==> src/rtl/sic1_mmio_memory.sv <==
`default_nettype none
// ============================================================================
// Module      : sic1_mmio_memory
// Description : Unified SIC-1 memory. RAM in the low part of the address
//               space, memory-mapped input channels (1-entry buffers) and
//               output channels (holding registers) just below the top
//               address, which is reserved. Raises stall for reads of an
//               empty input channel or writes to a full output channel.
// Revision    : 1.0 - initial release
// ============================================================================
module sic1_mmio_memory #(
  parameter int DATA_W  = 8,
  parameter int ADDR_W  = 8,
  parameter int NUM_IN  = 1,
  parameter int NUM_OUT = 1
) (
  input  logic                      clk,
  input  logic                      rst_n,
  input  logic [ADDR_W-1:0]         addr,
  input  logic                      rd_en,
  input  logic                      wr_en,
  input  logic [DATA_W-1:0]         data_in,
  output logic [DATA_W-1:0]         data_out,
  output logic                      stall,
  input  logic [NUM_IN*DATA_W-1:0]  in_data,
  input  logic [NUM_IN-1:0]         in_valid,
  output logic [NUM_IN-1:0]         in_ready,
  output logic [NUM_OUT*DATA_W-1:0] out_data,
  output logic [NUM_OUT-1:0]        out_valid,
  input  logic [NUM_OUT-1:0]        out_ready
);

  // First I/O address; everything below it is RAM.
  localparam int IO_BASE = (2 ** ADDR_W) - 1 - NUM_IN - NUM_OUT;
  localparam logic [ADDR_W-1:0] c_io_base = ADDR_W'(IO_BASE);

  logic [DATA_W-1:0]        r_mem [0:IO_BASE-1];
  logic [NUM_IN-1:0]        r_in_full;
  logic [NUM_IN*DATA_W-1:0] r_in_buf;
  logic [NUM_IN-1:0]        w_in_sel;
  logic [NUM_IN-1:0]        w_in_empty_rd;
  logic [NUM_IN-1:0]        w_in_pop;
  logic [NUM_OUT-1:0]       w_out_blocked;
  logic                     w_ram_sel;

  assign w_ram_sel = (addr < c_io_base);

  // Stall only for the two blocking cases; RAM and reserved never stall.
  assign stall = (|w_in_empty_rd) | (|w_out_blocked);

  // RAM write port; contents are intentionally not reset.
  always_ff @(posedge clk) begin
    if (wr_en && w_ram_sel) begin
      r_mem[addr] <= data_in;
    end
  end

  genvar k;
  for (k = 0; k < NUM_IN; k++) begin : g_in
    localparam logic [ADDR_W-1:0] c_in_addr = ADDR_W'(IO_BASE + k);
    logic              r_full;
    logic [DATA_W-1:0] r_buf;

    assign w_in_sel[k]      = (addr == c_in_addr);
    assign w_in_empty_rd[k] = rd_en & w_in_sel[k] & ~r_full;
    assign w_in_pop[k]      = rd_en & w_in_sel[k] & r_full & ~stall;
    // Held low during reset so producers never push into a buffer being cleared.
    assign in_ready[k]      = rst_n & ~r_full;
    assign r_in_full[k]     = r_full;
    assign r_in_buf[k*DATA_W +: DATA_W] = r_buf;

    // Input buffer: push when empty and offered, pop on a non-stalled core read.
    always_ff @(posedge clk) begin
      if (!rst_n) begin
        r_full <= 1'b0;
        r_buf  <= '0;
      end else if (in_valid[k] && in_ready[k]) begin
        r_full <= 1'b1;
        r_buf  <= in_data[k*DATA_W +: DATA_W];
      end else if (w_in_pop[k]) begin
        r_full <= 1'b0;
      end
    end
  end

  genvar j;
  for (j = 0; j < NUM_OUT; j++) begin : g_out
    localparam logic [ADDR_W-1:0] c_out_addr = ADDR_W'(IO_BASE + NUM_IN + j);
    logic              r_valid;
    logic [DATA_W-1:0] r_data;
    logic              w_sel;
    logic              w_accept;

    assign w_sel            = wr_en & (addr == c_out_addr);
    // A write lands when the register is empty or is draining this cycle.
    assign w_accept         = w_sel & (~r_valid | out_ready[j]);
    assign w_out_blocked[j] = w_sel & r_valid & ~out_ready[j];
    assign out_valid[j]     = r_valid;
    assign out_data[j*DATA_W +: DATA_W] = r_data;

    // Holding register: a new write wins over a same-cycle transfer.
    always_ff @(posedge clk) begin
      if (!rst_n) begin
        r_valid <= 1'b0;
        r_data  <= '0;
      end else if (w_accept) begin
        r_valid <= 1'b1;
        r_data  <= data_in;
      end else if (r_valid && out_ready[j]) begin
        r_valid <= 1'b0;
      end
    end
  end

  // Zero-latency read mux; output and reserved addresses read as zero.
  always_comb begin
    data_out = '0;
    if (w_ram_sel) begin
      data_out = r_mem[addr];
    end
    for (int i = 0; i < NUM_IN; i++) begin
      if (w_in_sel[i] && r_in_full[i]) begin
        data_out = r_in_buf[i*DATA_W +: DATA_W];
      end
    end
  end

endmodule
`default_nettype wire

==> config.mk <==
export PLATFORM = sky130hd
export DESIGN_NAME = sic1_mmio_memory
export DESIGN_NICKNAME = d
export VERILOG_FILES = /design/src/rtl/sic1_mmio_memory.sv
export SDC_FILE = /design/constraint.sdc
export NUM_CORES = 2
export LEC_CHECK = 0
export CORE_ASPECT_RATIO = 1.2
export CORE_MARGIN = 1.5
export CORE_UTILIZATION = 50
export CTS_CLUSTER_DIAMETER = 200
export CTS_CLUSTER_SIZE = 25
export DETAILED_ROUTE_END_ITERATION = 12
export GPL_TIMING_DRIVEN = 0
export PLACE_DENSITY_LB_ADDON = 0.25
export SYNTH_ARGS = -nofsm -noshare
export SYNTH_HDL_FRONTEND = slang
export SYNTH_SLANG_ARGS = --single-unit
==> constraint.sdc <==
create_clock -name clk -period 3.3 [get_ports clk]
set_clock_uncertainty 0.2 [all_clocks]
set_input_delay 0.495 -clock clk [delete_from_list [all_inputs] [get_ports clk]]
set_output_delay 0.495 -clock clk [all_outputs]
set_load 0.02 [all_outputs]
==> out/metrics.yaml <==
grt_use_total_pct: 26.56
cts-htree-levels: 3
clk_lat_worst_skew_ns: 0.72
final-instance-count-excl-fill: 6182
final_layout_size_suffix_gt1_share_pct: 29.31
synth.area.top_cells: "edfxtp_1 77%, mux4_2 13%, mux2i_1 1.5%"
fillerInstances: 11400
timing.slew.headroom_pct: 28.98
highest_layer: "met5"
critPathArrivalTime_ns: 3.30
place_worst_setup_slack_ns: -3.336
numPortBuffers: 46
dominantRegCellSynth: "edfxtp_1"
power_mw: 44.69
detail_route.iter0.violations: 5440
die-area_um2: 160300
grt_pass1_vias: 39770
cts.root.buffer_cell: "clkbuf_16"
initial_utilization_pct: 50.42
cts_inserted_buffers: 91
die_h_um: 438.3
compound_gate_portion_of_the_synthesized_area_pct: 2.612
violations: "negative setup slack"
route.final.wire_length_um: 214900
synth_common_cells: "2024 x edfxtp_1, 457 x mux4_2, 269 x nor2_1"
fin_ws_ns: -0.6943
met2_length_um: 102100
post_synthesis_mux_area_share_pct: 14.64
postSynth.asyncResetShare_pct: 0
place_hpwl_um: 138800
drt-met1-wl_um: 81840
synth_most_common_cell: "edfxtp_1"
synth_top_family_by_area: "multiplexers"
rr_worst_depth: 5
clock_tree_from_tritoncts: "built"
period_share_pct: 121.0
globalplace.congestion: 0.9430
fp.dieW_um: 365.7
worst_setup_path_start_kind: "primary input"
antenna_found_initial: 5
r2r_setup_slack_ns: 1.47
grt_pass1_wl_um: 298100
timing.hold.worst_endpoint: "r_mem[150][7]"
io-pin-count: 49
final_hold_viol_count: 0
run_status: "complete, but fails checks"
power-per-cell-area_nw_per_um2: 502.5
final_util_pct: 56.81
wire_per_inst_um: 34.76
cts.sinks: 2042
worst_setup_hold_path_clk_slew_ns: 0.10
setup.worst_path.class: "in -> out"
cap_violations: 0
grt_overflow: 0
syn_avg_cell_area_um2: 20.91
core_area_um2: 156600
netlist_area_um2: 78940
synth_xor_xnor_area_share_pct: 0
syn-instance-count: 3775
placed_instances: 5926
post_dp_cell_area_um2: 82380
ys.warnings.count: 0
avgViaCountPerCell: 6.497
fin_worst_hold_slack_ns: 0.04516
setup_total_negative_slack_ns: -8.842
slew_violations: 0
rows: 159
grt_start_max_net_pins: 155
synth-seq-area-share_pct: 77.45
worst-path-max-fanout: 6
ant_nets: 0
nets: 4086
drcViolationCount: 0
p_leak_nw: 27.23
min_period_ns: 3.994
synth_enable_flop_cells: 2024
synth_top_cell_by_area: "edfxtp_1"
met3WireLength_um: 20620
via_count: 40170
clk_path_buf_depth: 3
synth.net_count: 3805
tightest_slew_ns: 1.065
synth_cell_type_count: 51
post_synth_fa_ha_maj_area_fraction_pct: 0
worstReg2RegEnd: "out_data[2]"
worst_min_delay_path_startpoint: "data_in[7]"
worstReg2RegStart: "out_valid"
area.growth.synth_to_final_pct: 12.67
critPathRequiredTime_ns: 2.60
detailedRoute.firstPassIterationCount: 6
vdd_ir_drop_max_mv: 0.3378
hp-class: "in -> reg"
clock.fmax_mhz: 250.4
setup_viol: 159
crit_path_end_kind: "primary output"
design_area_um2: 88940
post-synth-top-area-fraction_pct: 76.99
number_of_synthesized_register_bits: 2042
simple_gate_area_share_of_the_yosys_netlist_pct: 3.639
rsz0062_at_grt: "yes"
hold-path-cell-count: 1
worst max path at each step:
stage                  start            end  slack, ns  cells after the start
6_report             addr[0]    data_out[6]      -0.69                     13
5_1_grt              addr[2]    data_out[6]      -0.61                     10
4_1_cts        r_mem[108][6]    data_out[6]      -0.58                      7
3_5_place_dp         addr[2]    data_out[2]      -3.34                     11
3_3_place_gp      data_in[1]  r_mem[149][1]      -6.37                      1
2_1_floorplan        addr[1]    data_out[5]       0.06                     10
logic make-up (layout without fill, tap and decap cells):
| family | count (synthesis) | after routing |
|---|---|---|
| mux | 582 | 582 |
| buf+inv | 231 | 543 |
| other cells | 0 | 2 |
| simple gates | 621 | 621 |
| flops | 2042 | 2042 |
| compound gates | 299 | 299 |
state kept, by name, indices dropped and copies added (netlist names):
register	flops
g_in.r_full	1
r_mem	2024
out_valid	1
g_in.r_buf	8
out_data	8
worst max-delay path, cell delays in order:
cell	delay, ns
buf_12	0.11
buf_12	0.14
buf_12	0.12
buf_12	0.13
buf_16	0.14
buf_16	0.14
mux2i_4	0.26
nand2_2	0.09
nand3_2	0.09
nand4_1	0.40
a211oi_4	0.45
nand4_1	0.40
buf_6	0.28
cell type report:
type                       instances  area, µm²  share of cell area [%]
sequential                      2042      61140                   68.74
multi-input combinational       1502      18180                   20.44
tap                             2093       2619                   2.944
buffer                           215       2471                   2.778
clock buffer                     121       2432                   2.735
timing repair buffer             201       2051                   2.306
clock inverter                     3      26.28                 0.02954
inverter                           3      13.76                 0.01547
antenna                            2      5.005                0.005627
layout by cell type (no fill, tap or decap), types with 42 or more instances in the layout:
cell / Yosys / final
clkbuf_16: 0 / 99
buf_4: 39 / 157
o22ai_1: 136 / 131
clkbuf_1: 79 / 59
nand4_1: 43 / 43
nand3_1: 86 / 63
a22oi_1: 63 / 42
nand2_1: 114 / 103
mux4_2: 457 / 457
buf_12: 1 / 42
mux2i_1: 117 / 101
nor2_1: 269 / 150
edfxtp_1: 2024 / 2024
nor2_2: 0 / 89
layer usage:
| metal | track usage [%] | vias to the layer above |
|---|---|---|
| met5 | 0 | - |
| met4 | 11.65 | 8 |
| met3 | 5.397 | 419 |
| met2 | 41.93 | 2247 |
| met1 | 36.20 | 21290 |
| li1 | - | 16210 |
power breakdown:
group,total (mW),internal [mW],switching [mW],leakage [nW]
Combinational,3.23,1.21,2.02,7.70
Sequential,28.5,28.5,0.0231,18.3
Clock,12.9,5.20,7.72,1.19
Total,44.7,34.9,9.76,27.2
timing repair:
action,4_1_cts,5_1_grt
endpoints found under the hold margin,83,0
pin swaps,86,35
buffers inserted,92,45
hold buffers,2,0
setup endpoints to repair,2035,1021
cloned,1,3
resized for setup,656,124
Note: power is estimated with default switching activity, not from simulation.
